File: config.mk
export PLATFORM = sky130hd
export DESIGN_NAME = uart_tx_arbiter
export DESIGN_NICKNAME = d
export VERILOG_FILES = /design/src/rtl/uart_pkg.sv /design/src/rtl/rr_arbiter.sv /design/src/rtl/uart_tx_arbiter.sv
export SDC_FILE = /design/constraint.sdc
export NUM_CORES = 1
export LEC_CHECK = 0
export ABC_AREA = 0
export CORE_ASPECT_RATIO = 0.6
export CORE_UTILIZATION = 52
export DETAILED_ROUTE_END_ITERATION = 10
export MAX_ROUTING_LAYER = met4
export PLACE_DENSITY = 0.77
export SYNTH_ARGS = -nofsm -noshare
export SYNTH_HDL_FRONTEND = slang
export SYNTH_SLANG_ARGS = --single-unit
File: constraint.sdc
create_clock -name clk -period 3.5 [get_ports clk]
set_clock_uncertainty 0.2 [all_clocks]
set_input_delay 0.7 -clock clk [delete_from_list [all_inputs] [get_ports clk]]
set_output_delay 0.7 -clock clk [all_outputs]
set_load 0.05 [all_outputs]
File: src/rtl/uart_pkg.sv
// ---------------------------------------------------------------------------
// uart_pkg
// Shared definitions for the UART transmit path: FSM state encoding used by
// the transmit arbiter, default bit timing for a 100 MHz clock at 9600 baud,
// and a helper that turns bit timing into a frame length in clock cycles.
// Also intended for use by top-level string sequencers.
// ---------------------------------------------------------------------------
package uart_pkg;

  // Arbiter FSM states
  typedef enum logic [1:0] {
    IDLE = 2'd0,
    SEND = 2'd1,
    WAIT = 2'd2
  } uart_state_t;

  localparam int DEFAULT_CYCLES_PER_BIT = 10416;  // 100 MHz / 9600 baud
  localparam int DEFAULT_BITS_PER_FRAME = 10;     // start + 8 data + stop

  // Number of clock cycles one complete UART frame occupies on the line
  function automatic int frame_cycles(input int cycles_per_bit, input int bits_per_frame);
    return cycles_per_bit * bits_per_frame;
  endfunction

endpackage

File: src/rtl/rr_arbiter.sv
// ---------------------------------------------------------------------------
// rr_arbiter
// Combinational rotating-priority picker. Searches the request vector upward
// from the start index, wrapping at N, and returns the first set request.
// Ports:
//   req        in   N   request vector
//   start      in   W   index given top priority (must be < N)
//   grant      out  N   one-hot grant (all zero when no request)
//   grant_idx  out  W   index of the granted request (0 when no request)
//   any_req    out  1   at least one request is set
// ---------------------------------------------------------------------------
module rr_arbiter #(
  parameter int N = 4,
  parameter int W = $clog2(N)
) (
  input  logic [N-1:0] req,
  input  logic [W-1:0] start,
  output logic [N-1:0] grant,
  output logic [W-1:0] grant_idx,
  output logic         any_req
);

  // Walk the requests starting at 'start'; the first hit wins
  always_comb begin
    int          idx;
    logic [W-1:0] idx_w;
    grant     = '0;
    grant_idx = '0;
    any_req   = 1'b0;
    idx       = 0;
    idx_w     = '0;
    for (int off = 0; off < N; off++) begin
      idx   = (int'(start) + off) % N;
      idx_w = W'(idx);
      if (!any_req && req[idx_w]) begin
        any_req        = 1'b1;
        grant[idx_w]   = 1'b1;
        grant_idx      = idx_w;
      end else begin
        any_req        = any_req;
      end
    end
  end

endmodule

File: src/rtl/uart_tx_arbiter.sv
// ---------------------------------------------------------------------------
// uart_tx_arbiter
// Shares one uart_send transmitter among NUM_REQ byte requesters. A byte is
// granted round-robin, latched, announced with a one-cycle tx_valid pulse and
// then the arbiter waits out one full frame time, because uart_send offers no
// busy indication of its own.
//
// Optional feature (macro UART_ARB_LOCK_EN): adds input req_last. A captured
// byte with req_last[i]=0 locks the grant to requester i until a byte with
// req_last[i]=1 has been sent, keeping multi-byte strings contiguous.
//
// Ports:
//   clk        in   1               system clock
//   rst        in   1               asynchronous reset, active-high
//   req_valid  in   NUM_REQ         requester i has a byte pending
//   req_data   in   8*NUM_REQ       byte of requester i at [8*i+7:8*i]
//   req_last   in   NUM_REQ         (UART_ARB_LOCK_EN only) last byte of string
//   req_ack    out  NUM_REQ         one-cycle pulse: byte of requester i taken
//   tx_data    out  8               byte for uart_send, stable through frame
//   tx_valid   out  1               one-cycle send strobe for uart_send
//   grant_id   out  clog2(NUM_REQ)  index of the last granted requester
//   busy       out  1               high whenever the FSM is not IDLE
// ---------------------------------------------------------------------------
module uart_tx_arbiter
  import uart_pkg::*;
#(
  parameter int NUM_REQ        = 4,
  parameter int CYCLES_PER_BIT = DEFAULT_CYCLES_PER_BIT,
  parameter int BITS_PER_FRAME = DEFAULT_BITS_PER_FRAME
) (
  input  logic                       clk,
  input  logic                       rst,
  input  logic [NUM_REQ-1:0]         req_valid,
  input  logic [8*NUM_REQ-1:0]       req_data,
`ifdef UART_ARB_LOCK_EN
  input  logic [NUM_REQ-1:0]         req_last,
`endif
  output logic [NUM_REQ-1:0]         req_ack,
  output logic [7:0]                 tx_data,
  output logic                       tx_valid,
  output logic [$clog2(NUM_REQ)-1:0] grant_id,
  output logic                       busy
);

  localparam int FRAME_CYCLES = frame_cycles(CYCLES_PER_BIT, BITS_PER_FRAME);
  localparam int CNT_W        = $clog2(FRAME_CYCLES);
  localparam int ID_W         = $clog2(NUM_REQ);

  uart_state_t          state_r, state_n;
  logic [CNT_W-1:0]     frame_cnt_r, frame_cnt_n;
  logic [7:0]           tx_data_r, tx_data_n;
  logic                 tx_valid_r, tx_valid_n;
  logic [NUM_REQ-1:0]   req_ack_r, req_ack_n;
  logic [ID_W-1:0]      grant_id_r, grant_id_n;
  logic                 busy_r;
  // Start index for the next search; kept apart from grant_id so that
  // requester 0 has top priority after reset while grant_id still reads 0.
  logic [ID_W-1:0]      ptr_r, ptr_n;

  logic [NUM_REQ-1:0]   eligible;
  logic [NUM_REQ-1:0]   win_oh;
  logic [ID_W-1:0]      win_idx;
  logic                 win_any;
  logic [7:0]           win_data;

`ifdef UART_ARB_LOCK_EN
  logic                 lock_r, lock_n;
  logic [ID_W-1:0]      lock_id_r, lock_id_n;

  // While locked only the owner may be granted; everybody else waits
  always_comb begin
    if (lock_r) begin
      eligible = req_valid & (NUM_REQ'(1) << lock_id_r);
    end else begin
      eligible = req_valid;
    end
  end
`else
  // Every byte is arbitrated among all valid requesters
  always_comb begin
    eligible = req_valid;
  end
`endif

  rr_arbiter #(
    .N (NUM_REQ),
    .W (ID_W)
  ) u_rr_arbiter (
    .req       (eligible),
    .start     (ptr_r),
    .grant     (win_oh),
    .grant_idx (win_idx),
    .any_req   (win_any)
  );

  // AND-OR mux of the winning requester's byte
  always_comb begin
    win_data = 8'h00;
    for (int i = 0; i < NUM_REQ; i++) begin
      win_data = win_data | (req_data[8*i +: 8] & {8{win_oh[i]}});
    end
  end

  // Next-state and next-output logic
  always_comb begin
    state_n     = state_r;
    frame_cnt_n = frame_cnt_r;
    tx_data_n   = tx_data_r;
    tx_valid_n  = 1'b0;
    req_ack_n   = '0;
    grant_id_n  = grant_id_r;
    ptr_n       = ptr_r;
`ifdef UART_ARB_LOCK_EN
    lock_n      = lock_r;
    lock_id_n   = lock_id_r;
`endif
    case (state_r)
      IDLE: begin
        if (win_any) begin
          state_n    = SEND;
          tx_data_n  = win_data;
          grant_id_n = win_idx;
          tx_valid_n = 1'b1;
          req_ack_n  = win_oh;
          ptr_n      = (win_idx == ID_W'(NUM_REQ - 1)) ? '0 : win_idx + ID_W'(1);
`ifdef UART_ARB_LOCK_EN
          // A non-final byte (re)locks to its owner; a final byte releases
          lock_n     = ~req_last[win_idx];
          lock_id_n  = win_idx;
`endif
        end else begin
          state_n    = IDLE;
        end
      end
      SEND: begin
        state_n     = WAIT;
        frame_cnt_n = '0;
      end
      WAIT: begin
        if (frame_cnt_r == CNT_W'(FRAME_CYCLES - 1)) begin
          state_n     = IDLE;
          frame_cnt_n = '0;
        end else begin
          frame_cnt_n = frame_cnt_r + CNT_W'(1);
        end
      end
      default: begin
        state_n     = IDLE;
        frame_cnt_n = '0;
      end
    endcase
  end

  // State, counter and registered outputs
  always_ff @(posedge clk or posedge rst) begin
    if (rst) begin
      state_r     <= IDLE;
      frame_cnt_r <= '0;
      tx_data_r   <= 8'h00;
      tx_valid_r  <= 1'b0;
      req_ack_r   <= '0;
      grant_id_r  <= '0;
      busy_r      <= 1'b0;
      ptr_r       <= '0;
    end else begin
      state_r     <= state_n;
      frame_cnt_r <= frame_cnt_n;
      tx_data_r   <= tx_data_n;
      tx_valid_r  <= tx_valid_n;
      req_ack_r   <= req_ack_n;
      grant_id_r  <= grant_id_n;
      busy_r      <= (state_n != IDLE);
      ptr_r       <= ptr_n;
    end
  end

`ifdef UART_ARB_LOCK_EN
  // Lock ownership register
  always_ff @(posedge clk or posedge rst) begin
    if (rst) begin
      lock_r    <= 1'b0;
      lock_id_r <= '0;
    end else begin
      lock_r    <= lock_n;
      lock_id_r <= lock_id_n;
    end
  end
`endif

  assign tx_data  = tx_data_r;
  assign tx_valid = tx_valid_r;
  assign req_ack  = req_ack_r;
  assign grant_id = grant_id_r;
  assign busy     = busy_r;

endmodule

Word level (Yosys, flattened, before mapping)
Index checks and enable logic that the tools add are counted.
W data, S select, Z words.
Cells by class
  add/sub/neg operators: 5
  order comparisons: 8
  equal/unequal tests: 4
  multiplexer cells: 38
  bitwise gates (word level): 10
  reductions and logical operators: 13
Operator list (number)
  $pmux W17 S2: 1
  $and A8 B8 Y8: 4
  $mux W4: 6
  $or A8 B8 Y8: 3
  $add A17 B1 Y17 const B: 1
  $eq A17 B17 Y1 const B: 1
  $mux W17: 1
  $mux W1: 15
  $lt A2 B3 Y1 const B: 4
  $mux W2: 6
  $or A4 B4 Y4: 3
  $bmux W1 S2: 4
  $demux W1 S2: 4
  $ge A2 B1 Y1 const B: 4
  $logic_and A1 B1 Y1: 7
  $pmux W2 S3: 1
  $add A2 B1 Y2 const B: 2
  $add A2 B2 Y2 const B: 2
  $eq A2 B2 Y1 const B: 2
  $logic_not A1 Y1: 3
  $eq A2 B1 Y1 const B: 1
  $logic_not A2 Y1: 1
  $reduce_and A2 Y1: 1
  $reduce_bool A2 Y1: 1
Storage, ports and cells
  bits in registers: 37
  input port bits: 38
  output and inout bits: 16
  word-level logic and storage cells: 86

Depth between registers and ports, before layout
Gate-level depths: netlist (run 1).
  word-level depth: 16
  mapped depth: 11
  depth with buffers taken out: 8

Cells and area by module
A second synthesis (run 1) with hierarchy kept.
Second synthesis, totals
  cells, all modules: 233
  area total of the unflattened synthesis: 2237.1 um2
Modules (own cells, without submodules)
  uart_tx_arbiter: times used 1, cells an instance 188, area an instance 1818.0 um2, sequential area each 925.9 um2
  rr_arbiter: times used 1, cells an instance 45, area an instance 419.2 um2, sequential area each 0.0 um2

Least setup slack after synthesis (run 1)
OpenSTA, ideal clock, no wires.
  path kind: register -> register
  start point: register with a tool-made name
  end point: register tx_data_r[0] (netlist: tx_data[0])
  setup time: 0.144 ns
  arrival time: 2.457 ns
  required time: 3.156 ns
  setup slack: 0.698 ns
  stages on the path, launching flop included: 11
  path buffers: 2
  period minus slack after synthesis: 2.802 ns
  path through: dfrtp_1 > buf_6 > bufinv_8 > ha_1 > buf_6 > mux4_2 > and2_1 > a31oi_2 > o211ai_2 > nand3b_1 > o221ai_1
RTL lines
  end signal, assigned: RTL line uart_tx_arbiter.sv:168  | tx_data_r <= tx_data_n;
  end, declared: RTL line uart_tx_arbiter.sv:51  | logic [7:0] tx_data_r, tx_data_n;

==> results.txt, run 1 <==
synth-to-layout area growth: 23.2%
share of the synthesized area in the top cell type: 0.343
Post-CTS Setup Bufs: 0
critical path class: register to register
top area cells in the synthesized netlist: dfrtp_1 (34%), o21ai_0 (5.6%), nor2_1 (4.3%)
Antenna Nets Post-Route: 0
Post-CTS Resized: 0
worst endpoint required time: 3.44 ns
die width: 95.1 microns
Synth Net Count: 336
site row count: 19
Tightest Pin Transition: 0.784 ns
Top-Level Pins: 54
setup_tns: 0 ns
crit start category: register
Num CTS Buffers: 5
Die Ht: 57.8 microns
Root Buffer: clkbuf_8
Peak Freq: 329 MHz
CORE AREA: 4780 sq um
DR iter-0 viols: 173
Slew Viols, Final: 0
GRT Residual Overflow: 0
routing usage on met2: 0.399
first-pass GRT wire length: 11500 microns
Synth Cell Area: 2700 sq um
Port Buffers: 53
clock latency on the worst-skew pair: 0.29 ns
total leakage power: 0.00131 uW
H-tree depth: 2
antenna violations before repair: 0
pin count of the biggest net entering global routing: 38
share of layout cells above drive strength 1: 0.109
dominant cell type by area after synthesis: dfrtp_1
total track usage: 0.285
Die ar.: 5500 sq um
DRC Markers: 0
Yosys cell types: 58
1st-pass router iterations: 4
CTS sink count: 37
hold crit path type: register to register
hold path depth: 1
Mapped Avg Cell Area: 9.35 sq um
final HPWL from detailed placement: 5090 microns
CTS tree: built
crit path DAT: 2.97 ns
met1 usage: 0.421
routed vias/inst: 6.12
buffer depth of the longest clock path: 2
Worst Reg2Reg Path Length in Cells: 7
vias in the first global route: 2285
status: complete, no violations
Yosys Warn Count: 0
clock transition at the registers of the reported paths: 0.07 ns
RePlAce Congestion: 0.917
Synth Register Bits: 37
fin crit share: 0.867
# diodes: 0
average wire per standard cell: 17.2 microns
endpoints failing hold: 0
max cap viols: 0
CP endpoint kind: register
Max Fanout on Critical Path: 13
Slew HR: 0.476
hold-fix buffer count after cts: 0
crit path time final: 3.04 ns
busiest grt layer: met1
Main synth FF type: dfrtp_1
Vias: 2471
met3 Track Usage GR: 0.0630
peak supply drop: 607 uV
final WL: 6950 microns
Final Hold Slack: 0.272 ns
Seq/Total Area, Yosys: 0.343
FF-to-FF setup slack: 0.46 ns
ys async rst share: 1.00
pwr dens: 873 nW/um^2
EDFF count, synth: 0
initial core utilization: 0.565
RSZ-0062 raised after global routing: no
Final nets: 388
Cells after Synth: 289
Final setup viols: 0
-- worst paths after layout --
kind	from	endpoint
max	register	tx_data[3]
min	state_r[0]	frame_cnt_r[4]
max reg2reg	register	tx_data[3]
min reg2reg	state_r[0]	frame_cnt_r[4]
max in group asynchronous	rst	frame_cnt_r[0]
min in group asynchronous	rst	frame_cnt_r[14]
-- metal layers --
metal  part of all wire  vias up
met2               0.42      118
met1               0.47     1170
met5                  0        -
li1                   -     1179
met4             0.0046        0
met3               0.10        4
-- where the power goes --
group	internal (uW)	leakage (uW)	total, uW	switching [uW]
Sequential	549	0.000473	625	76.6
Clock	156	0.0000443	305	149
Combinational	760	0.000790	1970	1210
Total	1460	0.00131	2900	1440
-- sequential cells by signal, indices dropped and copies added (netlist names), named ones only --
| signal | cells |
|---|---|
| frame_cnt_r | 17 |
| tx_data | 8 |
| tx_valid | 1 |
| state_r | 2 |
| req_ack | 4 |
| busy | 1 |
| grant_id | 2 |
| ptr_r | 1 |
-- critical path, cell delays in order (launching register included) --
cell and delay [ns]:
dfrtp_1 0.35, bufinv_8 0.20, ha_1 0.57, mux4_2 0.67, nand2_1 0.12, a21oi_1 0.12, a211oi_4 0.47, o221ai_1 0.19
-- synthesized netlist by cell type, types with 3 or more instances --
| library cell | number |
|---|---|
| a21oi_1 | 5 |
| a221oi_1 | 8 |
| a22oi_1 | 8 |
| and3_1 | 3 |
| buf_6 | 7 |
| clkbuf_1 | 7 |
| dfrtp_1 | 37 |
| ha_1 | 9 |
| inv_1 | 8 |
| mux2i_1 | 7 |
| nand2_1 | 24 |
| nand2b_1 | 5 |
| nand3_1 | 8 |
| nand3b_1 | 9 |
| nand4_1 | 5 |
| nor2_1 | 31 |
| nor2b_1 | 4 |
| o21ai_0 | 30 |
| o21ai_1 | 9 |
| o221ai_1 | 8 |
| o31ai_1 | 6 |
-- per-stage QoR --
stage,cells,util,area [sq um],worst slack [ns],power [uW]
finish,404,0.696,3330,0.465,2900
CTS,404,0.696,3330,0.493,2900
detailed placement,397,0.678,3240,0.209,2590
global placement,397,0.678,3240,0.307,2530
global route,404,0.696,3330,0.315,3100
floorplan,289,-,2700,0.698,2130
-- logic make-up after synthesis --
family / synth area share
DFF: 0.343
and+or+nand+nor: 0.198
xor gates and xnor gates: 0.0130
buffers and inverters: 0.0727
muxes: 0.0704
adders and majority gates: 0.0417
AOI/OAI and AO/OA: 0.261
-- cell usage in the layout (no fill, tap or decap), drive strengths merged, types with 8 or more instances in the layout --
cell type,n
nand3,8
o21ai,40
buf,10
inv,9
nand3b,9
a221oi,8
mux2i,8
a22oi,8
nand2,24
dfrtp,37
clkdlybuf4s50,53
nor2,31
o221ai,8
ha,9
-- final cells by class --
type                            count  area [sq um]
Tap cell                           63          78.8
Timing Repair Buffer               63           606
Sequential cell                    37           926
Inverter                           10          51.3
Clock buffer                        7          86.3
Fill cell                         375          1450
Multi-Input combinational cell    224          1580
No activity file was read; power rests on OpenSTA's default activity.
==> run 2, diff against run 1 <==
--- a/config.mk
+++ b/config.mk
@@ -7,10 +7,10 @@
 export LEC_CHECK = 0
 export ABC_AREA = 0
 export CORE_ASPECT_RATIO = 0.6
-export CORE_UTILIZATION = 52
+export CORE_UTILIZATION = 45
 export DETAILED_ROUTE_END_ITERATION = 10
 export MAX_ROUTING_LAYER = met4
-export PLACE_DENSITY = 0.77
+export PLACE_DENSITY = 0.68
 export SYNTH_ARGS = -nofsm -noshare
 export SYNTH_HDL_FRONTEND = slang
 export SYNTH_SLANG_ARGS = --single-unit
==> run 2 against run 1 <==
Net effect:
- final cell count increased by 5.2%
- core utilization decreased by 9.6 points
- routed wire length increased by 0.32%
- count of clock-buffer cells in the layout decreased by 1
- final area increased by 2.3%
- clock power increased by 30%
- critical path depth increased by 3
==> results.txt, run 2 (synthesis results as in run 1) <==
setup_tns: 0 ns
max cap viols: 0
worst endpoint required time: 3.50 ns
routed vias/inst: 5.61
Layout Utilization: 0.600
crit path DAT: 2.96 ns
pin count of the biggest net entering global routing: 38
endpoints failing hold: 0
GRT Residual Overflow: 0
crit start category: register
Post-CTS Resized: 0
Non-Filler Instances: 425
CORE AREA: 5680 sq um
total track usage: 0.242
Slew Viols, Final: 0
first-pass GRT wire length: 11100 microns
total leakage power: 0.00133 uW
clock latency on the worst-skew pair: 0.29 ns
commonest non-fill, non-tap cells in the layout: clkdlybuf4s50_1 (53), dfrtp_1 (37), nor2_1 (31)
Root Buffer: clkbuf_8
RePlAce Congestion: 0.863
min setup slack post-route: 0.544 ns
crit path time final: 2.96 ns
synth-to-layout area growth: 26.0%
Slew HR: 0.581
peak supply drop: 515 uV
CTS sink count: 37
Tightest Pin Transition: 0.622 ns
Die ar.: 6330 sq um
average wire per standard cell: 16.4 microns
flip-flop count of the largest register after layout: 17
antenna violations before repair: 0
# diodes: 0
Filler cells: 518
final HPWL from detailed placement: 5040 microns
Placed Instances: 417
Num CTS Buffers: 5
Final setup viols: 0
vias in the first global route: 2101
DR iter-0 viols: 186
Final nets: 391
hold-fix buffer count after cts: 0
CTS tree: built
final WL: 6970 microns
clock transition at the registers of the reported paths: 0.08 ns
multi-input logic area: 1580 sq um
buffer depth of the longest clock path: 2
Top-Level Pins: 54
die width: 102 microns
CP endpoint kind: register
Peak Freq: 338 MHz
Post-CTS Setup Bufs: 0
Max Fanout on Critical Path: 9
share of layout cells above drive strength 1: 0.122
critical path class: register to register
site row count: 21
1st-pass router iterations: 5
storage element area: 926 sq um
commonest non-fill, non-tap cell in the layout: clkdlybuf4s50_1
H-tree depth: 2
DRC Markers: 0
Antenna Nets Post-Route: 0
Die Ht: 62.0 microns
status: complete, no violations
RSZ-0062 raised after global routing: no
initial core utilization: 0.476
DP Worst Slack: 0.265 ns
Final Hold Slack: 0.270 ns
Port Buffers: 53
pwr dens: 885 nW/um^2
Vias: 2383
hold crit path type: register to register
Most flops, register: frame_cnt_r
fin crit share: 0.845
[run 2: cell count changes in the layout (fill, tap and decap cells not counted), sizes merged]
cell      previous run  this run
buf                 10        13
bufinv               1         2
clkbuf               7         6
clkinvlp             0         1
[run 2: path summary, 6_finish.rpt]
check                           depth (start not counted)       start              end  slack, ns
worst max-delay path                                   10    register       tx_data[2]       0.54
worst min-delay path                                    1  state_r[0]   frame_cnt_r[4]       0.27
worst max register to register                         10    register       tx_data[2]       0.54
worst min register to register                          1  state_r[0]   frame_cnt_r[4]       0.27
max in group asynchronous                               3         rst      grant_id[1]       2.13
min in group asynchronous                               3         rst  frame_cnt_r[12]       0.62
[run 2: per-layer routing]
layer,part of all wire,vias to the layer above,track usage
met5,0,-,-
met4,0.0037,0,0.0327
met3,0.068,2,0.0671
met2,0.41,70,0.335
met1,0.52,1125,0.357
li1,-,1186,-
[run 2: through the flow]
stage / cell area, sq um / power, uW
3_5_place_dp: 3280 / 2620
4_1_cts: 3400 / 3020
5_1_grt: 3400 / 3240
6_report: 3400 / 3010
3_3_place_gp: 3280 / 2580
2_1_floorplan: 2700 / 2130
[run 2: cell type report]
type | count | share of cell area
Inverter | 10 | 0.0151
Clock inverter | 2 | 0.0110
Multi-Input combinational cell | 224 | 0.464
Sequential cell | 37 | 0.272
Tap cell | 80 | 0.0294
Timing Repair Buffer | 66 | 0.184
Clock buffer | 6 | 0.0243
[run 2: power breakdown]
| part | internal, uW | total [uW] | switching (uW) |
|---|---|---|---|
| Sequential | 548 | 619 | 70.7 |
| Clock | 232 | 396 | 164 |
| Combinational | 785 | 2000 | 1210 |
[run 2: critical path, stage by stage (launching register included)]
cell and delay (ns):
dfrtp_1 0.35, bufinv_8 0.20, ha_1 0.46, buf_4 0.21, mux2_4 0.33, mux2i_4 0.25
nand3_1 0.11, a21oi_1 0.32, a211oi_4 0.09, buf_4 0.18, o221ai_1 0.16
==> run 3, diff against run 2 <==
--- a/config.mk
+++ b/config.mk
@@ -10,7 +10,7 @@
 export CORE_UTILIZATION = 45
 export DETAILED_ROUTE_END_ITERATION = 10
 export MAX_ROUTING_LAYER = met4
-export PLACE_DENSITY = 0.68
+export PLACE_DENSITY = 0.71
 export SYNTH_ARGS = -nofsm -noshare
 export SYNTH_HDL_FRONTEND = slang
 export SYNTH_SLANG_ARGS = --single-unit
==> constraint.sdc (replaced) <==
create_clock -name clk -period 2.61 [get_ports clk]
set_clock_uncertainty 0.2 [all_clocks]
set_input_delay 0.522 -clock clk [delete_from_list [all_inputs] [get_ports clk]]
set_output_delay 0.522 -clock clk [all_outputs]
set_load 0.05 [all_outputs]
==> run 3 against run 2 <==
Net effect:
- clock power increased by 3%
- global-route usage grew 0.14 points
- core utilization grew 3.7 points
- sequential power grew 37%
- register-to-register slack lost 0.45 ns
- sequential cell count unchanged
- die area stayed put
- total power increased by 43%
- highest routed layer unchanged
==> results.txt, run 3 (synthesis results as in run 1) <==
# diodes: 0
Design Power: 4300 uW
site row count: 21
DP Worst Slack: -0.365 ns
routed vias/inst: 5.79
status: complete, no violations
clock latency on the worst-skew pair: 0.29 ns
DRC Markers: 0
CP endpoint kind: register
Top-Level Pins: 54
Peak Freq: 397 MHz
critical path class: register to register
delay-heaviest family, CP: multiplexers
Non-Filler Instances: 443
Port Buffers: 53
Num CTS Buffers: 5
Placed Instances: 430
fin crit share: 0.964
critical-path cell list: inv_2 > ha_4 > mux4_2 > and2_4 > a31oi_2 > o211ai_4 > nand3b_1 > o221ai_1
GRT Residual Overflow: 0
Final nets: 410
buffer depth of the longest clock path: 2
pin count of the biggest net entering global routing: 38
Worst path depth: 8
CTS tree: built
die width: 102 microns
commonest non-fill, non-tap cells in the layout: clkdlybuf4s50_1 (49), dfrtp_1 (36), nor2_1 (30), o21ai_0 (30), buf_4 (29)
clock transition at the registers of the reported paths: 0.07 ns
hold path depth: 1
Most flops, register: frame_cnt_r
CTS sink count: 37
synth-to-layout area growth: 33.7%
crit path time final: 2.52 ns
CP peak stage delay: 0.58 ns
Layout Utilization: 0.636
initial core utilization: 0.476
final HPWL from detailed placement: 5330 microns
crit start category: register
peak supply drop: 740 uV
CP max-delay cell: mux4_2
Root Buffer: clkbuf_8
1st-pass router iterations: 4
Max Fanout on Critical Path: 9
total track usage: 0.244
Slew Viols, Final: 0
Worst Reg2Reg Path Length in Cells: 8
final WL: 7460 microns
average wire per standard cell: 16.8 microns
commonest non-fill, non-tap cell in the layout: clkdlybuf4s50_1
flip-flop count of the largest register after layout: 17
hold crit path type: register to register
share of layout cells above drive strength 1: 0.193
Vias: 2563
Critical path buffers and inverters: 1
antenna violations before repair: 0
first-pass GRT wire length: 11200 microns
worst endpoint required time: 2.57 ns
Die Ht: 62.0 microns
H-tree depth: 2
DR iter-0 viols: 197
max cap viols: 0
Final setup viols: 0
endpoints failing hold: 0
Die ar.: 6330 sq um
pwr dens: 1190 nW/um^2
vias in the first global route: 2251
total leakage power: 0.00145 uW
RePlAce Congestion: 0.927
Slew HR: 0.633
CORE AREA: 5680 sq um
Antenna Nets Post-Route: 0
min setup slack post-route: 0.0930 ns
Tightest Pin Transition: 0.549 ns
crit path DAT: 2.47 ns
==> run 3: repair_timing <==
action,CTS,global route
setup buffers,2,3
endpoints found under the setup margin,8,8
pin swaps,1,4
hold buffers,0,0
gates resized for setup,2,14
cloned,0,1
==> run 3: stage by stage <==
step	hold slack [ns]	instance area, sq um	TNS, ns
floorplan	0.226	2710	0
global placement	0.249	3400	-3.61
detailed placement	0.254	3400	-3.77
CTS	0.263	3520	0
global route	0.290	3610	-0.00483
finish	0.262	3610	0
==> run 3: path summary, 6_finish.rpt <==
| kind | startpoint | to | slack, ns |
|---|---|---|---|
| worst min-delay path | state_r[0] | frame_cnt_r[4] | 0.26 |
| worst max register to register | ptr_r[1] | tx_data[5] | 0.09 |
| min in group asynchronous | rst | req_ack[1] | 0.44 |
| worst min register to register | state_r[0] | frame_cnt_r[4] | 0.26 |
| max in group asynchronous | rst | asynchronous set/reset pin | 1.38 |
| worst max-delay path | ptr_r[1] | tx_data[5] | 0.09 |
==> run 3: layer usage <==
layer | track usage | share of wire | routed length (microns)
met1 | 0.354 | 0.49 | 3650
met2 | 0.331 | 0.40 | 3010
met3 | 0.0638 | 0.097 | 724
met4 | 0.0653 | 0.0097 | 72
met5 | - | 0 | 0
==> run 3: report_power, final <==
| part | switching, uW | internal, uW |
|---|---|---|
| Combinational | 1780 | 1270 |
| Clock | 196 | 210 |
| Sequential | 108 | 738 |
==> run 3: cell type report <==
cell class                 count  area [sq um]
clock buffer                   7          86.3
fill                         467          2060
tap                           80           100
timing repair buffer          84           783
multi-input combinational    225          1670
sequential                    37           927
inverter                      10          45.0
